[config.mk]
export PLATFORM = sky130hd
export DESIGN_NAME = sdram_read_scheduler
export DESIGN_NICKNAME = d
export VERILOG_FILES = /design/src/rtl/sdram_read_scheduler.sv
export SDC_FILE = /design/constraint.sdc
export NUM_CORES = 1
export LEC_CHECK = 0
export ABC_AREA = 1
export CAP_MARGIN = 25
export CORE_MARGIN = 3
export CORE_UTILIZATION = 47
export DETAILED_ROUTE_END_ITERATION = 12
export HOLD_SLACK_MARGIN = 0.05
export PLACE_DENSITY = 0.95
export SLEW_MARGIN = 40
export SYNTH_ARGS = -nofsm -noshare
export SYNTH_HDL_FRONTEND = slang
export SYNTH_SLANG_ARGS = --single-unit
[constraint.sdc]
create_clock -name clock -period 4.93 [get_ports clock]
set_input_delay 0.986 -clock clock [delete_from_list [all_inputs] [get_ports clock]]
set_output_delay 0.986 -clock clock [all_outputs]
set_load 0.005 [all_outputs]
[src/rtl/sdram_read_scheduler.sv]
// sdram_read_scheduler
// Round-robin scheduler that shares the single SDRAM burst-read path between
// NR_OF_REQ requesters. It fills the 512x32 read FIFO and tracks free FIFO
// space as credits, so a burst is only issued when it is certain to fit.
//
// Optional build macro: SDRAM_SCHED_TIMEOUT_EN
//   defined   -> 10-bit watchdog on ISSUE/RECEIVE. A stall of 1023 cycles acts
//                as an abort and sets the sticky timeoutError output.
//   undefined -> no watchdog and no timeoutError port.
//
// Handshake: sdramReadRequest is held, with stable sdramAddress and
// sdramBurstLength, until the cycle in which sdramAck is also high; that cycle
// transfers the command. Returned data has no back-pressure: every cycle with
// sdramDataValid in RECEIVE is one word pushed into the FIFO.
module sdram_read_scheduler #(
  parameter int NR_OF_REQ  = 4,
  parameter int FIFO_DEPTH = 512
) (
  input  logic                          clock,
  input  logic                          reset,
  input  logic [NR_OF_REQ-1:0]          request,
  input  logic [NR_OF_REQ*24-1:0]       requestAddress,
  input  logic [NR_OF_REQ*8-1:0]        requestBurstLength,
  output logic [NR_OF_REQ-1:0]          grant,
  output logic                          done,
  output logic                          sdramReadRequest,
  output logic [23:0]                   sdramAddress,
  output logic [7:0]                    sdramBurstLength,
  input  logic                          sdramAck,
  input  logic                          sdramDataValid,
  input  logic [31:0]                   sdramData,
  output logic                          fifoPush,
  output logic [31:0]                   fifoDataIn,
  input  logic                          fifoPopped,
  output logic                          clearReadFifo,
  input  logic                          abort,
`ifdef SDRAM_SCHED_TIMEOUT_EN
  output logic                          timeoutError,
`endif
  output logic [1:0]                    debugState,
  output logic [$clog2(FIFO_DEPTH):0]   debugCredits
);

  localparam int PTR_W = $clog2(NR_OF_REQ);
  localparam int CW    = $clog2(FIFO_DEPTH) + 1;
  // Arithmetic width wide enough for credits, a full 256-word burst and a pop.
  localparam int AW    = ((CW > 9) ? CW : 9) + 2;

  localparam logic [1:0] S_IDLE    = 2'd0;
  localparam logic [1:0] S_ISSUE   = 2'd1;
  localparam logic [1:0] S_RECEIVE = 2'd2;
  localparam logic [1:0] S_DONE    = 2'd3;

  logic [1:0]       state;
  logic [CW-1:0]    credits;
  logic [CW-1:0]    creditNext;
  logic [AW-1:0]    creditSum;
  logic [PTR_W-1:0] rrPointer;
  logic [PTR_W-1:0] servedIndex;
  logic [23:0]      latchedAddress;
  logic [7:0]       latchedLength;
  logic [8:0]       wordCount;

  logic [7:0]       lenArray  [NR_OF_REQ];
  logic [23:0]      addrArray [NR_OF_REQ];

  logic             pickValid;
  logic [PTR_W-1:0] pickIndex;
  logic [PTR_W:0]   candidate;

  logic             inBurst;
  logic             abortEvent;
  logic             watchdogExpired;

  for (genvar g = 0; g < NR_OF_REQ; g++) begin : gSlices
    assign lenArray[g]  = requestBurstLength[g*8 +: 8];
    assign addrArray[g] = requestAddress[g*24 +: 24];
  end

  assign inBurst    = (state == S_ISSUE) || (state == S_RECEIVE);
  // Reset wins over abort so a reset mid-burst never produces a clear pulse.
  assign abortEvent = !reset && inBurst && (abort || watchdogExpired);

  assign sdramReadRequest = (state == S_ISSUE) && !abortEvent;
  assign sdramAddress     = latchedAddress;
  assign sdramBurstLength = latchedLength;
  assign fifoPush         = (state == S_RECEIVE) && sdramDataValid && !abortEvent;
  assign fifoDataIn       = sdramData;
  assign clearReadFifo    = abortEvent;
  assign done             = (state == S_DONE);
  assign debugState       = state;
  assign debugCredits     = credits;

  // Round-robin search from rrPointer+1; requesters short of credits are skipped.
  always_comb begin
    pickValid = 1'b0;
    pickIndex = '0;
    candidate = '0;
    for (int k = 1; k <= NR_OF_REQ; k++) begin
      candidate = {1'b0, rrPointer} + (PTR_W+1)'(k);
      if (candidate >= (PTR_W+1)'(NR_OF_REQ)) begin
        candidate = candidate - (PTR_W+1)'(NR_OF_REQ);
      end
      if (!pickValid && request[candidate[PTR_W-1:0]] &&
          (AW'(credits) >= AW'(lenArray[candidate[PTR_W-1:0]]) + AW'(1))) begin
        pickValid = 1'b1;
        pickIndex = candidate[PTR_W-1:0];
      end
    end
  end

  // Next credit value: pop adds one, an accepted command reserves its burst.
  always_comb begin
    creditSum = AW'(credits) + AW'(fifoPopped);
    if ((state == S_ISSUE) && sdramAck) begin
      creditSum = creditSum - (AW'(latchedLength) + AW'(1));
    end
    if (creditSum > AW'(FIFO_DEPTH)) begin
      creditNext = CW'(FIFO_DEPTH);
    end else begin
      creditNext = creditSum[CW-1:0];
    end
  end

  // Main sequencer: arbitration, command issue, data receive, completion.
  always_ff @(posedge clock) begin
    if (reset) begin
      state          <= S_IDLE;
      grant          <= '0;
      credits        <= CW'(FIFO_DEPTH);
      rrPointer      <= PTR_W'(NR_OF_REQ - 1);
      servedIndex    <= '0;
      latchedAddress <= '0;
      latchedLength  <= '0;
      wordCount      <= '0;
    end else if (abortEvent) begin
      state     <= S_IDLE;
      grant     <= '0;
      credits   <= CW'(FIFO_DEPTH);
      rrPointer <= servedIndex;
      wordCount <= '0;
    end else begin
      credits <= creditNext;
      case (state)
        S_IDLE: begin
          if (pickValid) begin
            servedIndex    <= pickIndex;
            latchedAddress <= addrArray[pickIndex];
            latchedLength  <= lenArray[pickIndex];
            grant          <= NR_OF_REQ'(1) << pickIndex;
            state          <= S_ISSUE;
          end
        end
        S_ISSUE: begin
          if (sdramAck) begin
            wordCount <= {1'b0, latchedLength} + 9'd1;
            state     <= S_RECEIVE;
          end
        end
        S_RECEIVE: begin
          if (sdramDataValid) begin
            wordCount <= wordCount - 9'd1;
            if (wordCount == 9'd1) begin
              state <= S_DONE;
            end
          end
        end
        S_DONE: begin
          rrPointer <= servedIndex;
          grant     <= '0;
          state     <= S_IDLE;
        end
        default: state <= S_IDLE;
      endcase
    end
  end

`ifdef SDRAM_SCHED_TIMEOUT_EN
  logic [9:0] watchdog;

  assign watchdogExpired = (watchdog == 10'd1023);

  // Watchdog counts silent cycles inside a burst; timeoutError is sticky.
  always_ff @(posedge clock) begin
    if (reset) begin
      watchdog     <= '0;
      timeoutError <= 1'b0;
    end else begin
      if (inBurst && watchdogExpired) begin
        timeoutError <= 1'b1;
      end
      if (!inBurst || abortEvent || sdramAck || sdramDataValid) begin
        watchdog <= '0;
      end else begin
        watchdog <= watchdog + 10'd1;
      end
    end
  end
`else
  assign watchdogExpired = 1'b0;
`endif

endmodule

==> impl_metrics.env <==
export IMPL_ys_ff_latch=61
export IMPL_yosys_area_share_simple_pct=40.43
export IMPL_synth_top_family_by_area="simple AND/OR/NAND/NOR gates"
export IMPL_grt_setup_unrepaired="no"
export IMPL_cts_sinks=61
export IMPL_grt_pass1_wl_um=37250
export IMPL_syn_nets=1476
export IMPL_status="complete, no violations"
export IMPL_final_util_pct=63.59
export IMPL_synth_edf_count=0
export IMPL_num_vias=8562
export IMPL_track_usage_pct=27.23
export IMPL_hp_class="reg -> reg"
export IMPL_wire_per_inst_um=14.77
export IMPL_via_per_inst=5.443
export IMPL_p_leak_nw=4.749
export IMPL_irDropWorstVdd_uv=423.0
export IMPL_combinationalPowerShare_pct=74.4
export IMPL_p_clk_share_pct=11.3
export IMPL_path_class="in -> reg"
export IMPL_crit_buf_inv=5
export IMPL_wl_um=23230
export IMPL_synth_area_leaders="nand2_1 (20%), dfxtp_1 (17%), ha_1 (10%)"
export IMPL_netlist_top_cells_count="nand2_1 (382), inv_1 (141), nand3_1 (123), nor2_1 (123), o21ai_0 (84)"
export IMPL_synth_largest_area_cell="nand2_1"
export IMPL_syn_avg_cell_area_sq_um=5.747
export IMPL_cts_max_level=3
export IMPL_cp_start_kind="primary input"
export IMPL_crit_family="simple AND/OR/NAND/NOR gates"
export IMPL_synth_fa_ha_area_share_pct=10.41
export IMPL_dp_hpwl_um=18070
export IMPL_place_gp_congestion=0.9349
export IMPL_setup_violations=0
export IMPL_muxShareOfSynthArea_pct=1.117
export IMPL_drc_errors=0
export IMPL_skew_ns=0.005582
export IMPL_area_growth_pct=30.41
export IMPL_die_x_um=129.5
export IMPL_fmax_mhz=215.9
export IMPL_first_global_vias=8121
export IMPL_end_kind="register"
export IMPL_drive_gt1_share_pct=5.832
export IMPL_syn_inst=1247
export IMPL_grt_max_degree=67
export IMPL_clock_latency_ns=0.33
export IMPL_drt_first_pass_iters=5
export IMPL_fin_ws_ns=0.2975
export IMPL_placed_cell_area_sq_um=9019
export IMPL_cp_slowest_stage_delay_ns=0.51
export IMPL_antennaDiodeCount=0
export IMPL_cts_tree="done"
export IMPL_initial_core_util_pct=48.76
export IMPL_final_min_clock_period_ns=4.632
export IMPL_seq_area_frac_synth_pct=17.04
export IMPL_swShare_pct=52.09
export IMPL_slew_viol_final=0
export IMPL_drtIter0Drc=596
export IMPL_cts_buffers=9
export IMPL_post_route_period_util_pct=93.96
export IMPL_design_area_sq_um=9346
export IMPL_ys_warn_count=0
export IMPL_ant_nets=0
export IMPL_dieHeight_um=129.5
export IMPL_maxCapViolCount=0
export IMPL_core_sq_um=14700
export IMPL_slew_headroom_pct=50.41
export IMPL_fin_nets=1613
export IMPL_power_mw=5.819
export IMPL_die_area_sq_um=16770
export IMPL_required_ns=5.17
export IMPL_clock_path_buffers=2
export IMPL_synthFlopType="dfxtp_1"
export IMPL_cpMostUsedCell="nand2_1"
export IMPL_grt_overflow_total=0
export IMPL_pwr_share_seq_pct=14.3
export IMPL_power_switching_mw=3.031
export IMPL_antenna_found_initial=0
export IMPL_ios=254
export IMPL_hold_viol_final=0
export IMPL_path_max_fanout=13
export IMPL_synth_most_common_cell="nand2_1"
export IMPL_clockRootBuffer="clkbuf_16"
export IMPL_synth_top_area_share_pct=20.01
export IMPL_synthArstFlopShare_pct=0
export IMPL_ys_types=37
export IMPL_synth_xor_area_share_pct=4.504
export IMPL_post_place_ws_ns=-0.01317
export IMPL_port_buffers=189
export IMPL_num_rows=44
export IMPL_ctsHoldBuffers=0
export IMPL_synth_compound_area_share_pct=11.73
export IMPL_tns_ns=0
export IMPL_arrival_ns=4.87
export IMPL_netlist_area_sq_um=7167
export IMPL_p_per_area_nw_per_um2=622.6
export IMPL_tightest_slew_ns=0.7430
export IMPL_slowest_stage="clkdlybuf4s50_1"
export IMPL_clk_pin_slew_ns=0.06
export IMPL_p_int_mw=2.788
-- worst paths after layout --
path                                                 from                             to  slack, ns  cells past startpoint
worst min-delay path                grant[0]$_SDFFE_PP0P_          grant[0]$_SDFFE_PP0P_       0.47                      2
worst max register to register  rrPointer[1]$_SDFFE_PP1P_  sdramAddress[15]$_SDFFE_PP0P_       0.49                     26
worst min register to register      grant[0]$_SDFFE_PP0P_          grant[0]$_SDFFE_PP0P_       0.47                      2
worst max-delay path               requestBurstLength[18]  sdramAddress[15]$_SDFFE_PP0P_       0.30                     25
-- cell families (layout without fill, tap and decap cells) --
logic type               count (synthesis)  after routing
adder cells (fa/ha/maj)                 59             59
buffers and inverters                  232            374
flip-flops                              61             61
AO/OA/AOI/OAI                          160            160
AND/OR/NAND/NOR                        691            691
multiplexers                             8              8
XOR/XNOR                                36             36
-- flip-flops by register name (all words and copies together) (netlist names) --
| register | cells |
|---|---|
| wordCount | 9 |
| debugState | 2 |
| sdramAddress | 24 |
| servedIndex | 2 |
| rrPointer | 2 |
| debugCredits | 10 |
| sdramBurstLength | 8 |
| grant | 4 |
-- power by group through the flow --
stage | registers, mW | clock network [mW] | logic (mW)
after floorplan | 0.796 | 0 | 3.03
final | 0.834 | 0.656 | 4.33
after detailed placement | 0.835 | 0 | 4.23
after CTS | 0.829 | 0.661 | 4.28
after global routing | 0.853 | 0.687 | 4.89
after global placement | 0.830 | 0 | 4.09
-- worst register-to-register path, stage by stage (launching register included) --
cell	delay, ns
dfxtp_1	0.65
clkinv_1	0.49
nand2_1	0.16
o21ai_0	0.16
nor2_1	0.12
nand2_1	0.07
or2_2	0.29
nor2_1	0.15
nand3_1	0.11
xnor2_1	0.14
ha_1	0.30
nand2_1	0.06
nand2_1	0.05
a21oi_1	0.15
nand3_1	0.16
nand2_1	0.11
nand2_1	0.07
a21oi_2	0.13
buf_4	0.13
nand3_1	0.05
nand2_1	0.17
inv_2	0.11
buf_4	0.20
nand2_1	0.08
nand3_1	0.11
nand2_1	0.08
inv_1	0.04
-- area by class of cell --
class / count / area, sq um
tap: 184 / 230.2
fill: 1269 / 5353
multi-input combinational: 954 / 4905
timing repair buffer: 212 / 2131
inverter: 146 / 548.0
sequential: 61 / 1221
clock inverter: 5 / 58.81
clock buffer: 11 / 252.7
-- stage by stage --
stage                     cells  hold WS [ns]
final                      1573        0.4701
after global routing       1573        0.4854
after CTS                  1573        0.4724
after detailed placement   1557        0.4643
after global placement     1557        0.4550
after floorplan            1247        0.4431
-- metal layers --
metal,vias up,track usage (%),routed length [um]
li1,4212,-,-
met1,3803,31.43,8772
met2,452,47.35,11320
met3,95,5.523,1992
met4,0,14.49,1146
met5,-,0,0
-- timing repair --
action | in CTS | in global routing
resized for setup | 0 | 5
setup endpoints to repair | 0 | 34
buffers inserted | 0 | 0
-- cell usage in the layout (no fill, tap or decap), types with 2 or more instances in the layout --
cell,n
nand2_1,382
clkdlybuf4s50_1,189
inv_1,141
nor2_1,123
nand3_1,122
o21ai_0,82
dfxtp_1,61
ha_1,58
a21oi_1,50
or2_2,31
xor2_1,20
buf_4,17
xnor2_1,15
nand4_1,13
nor3_1,11
o21ai_1,9
clkbuf_16,9
mux2i_1,8
buf_12,5
o211ai_1,4
a211oi_1,4
inv_2,3
o21bai_1,3
clkinv_1,2
or3_1,2
a21oi_2,2
a31oi_1,2
nand3_2,2
nand3b_1,2
clkinvlp_4,2
clkbuf_8,2
(Power assumes the default switching activity.)
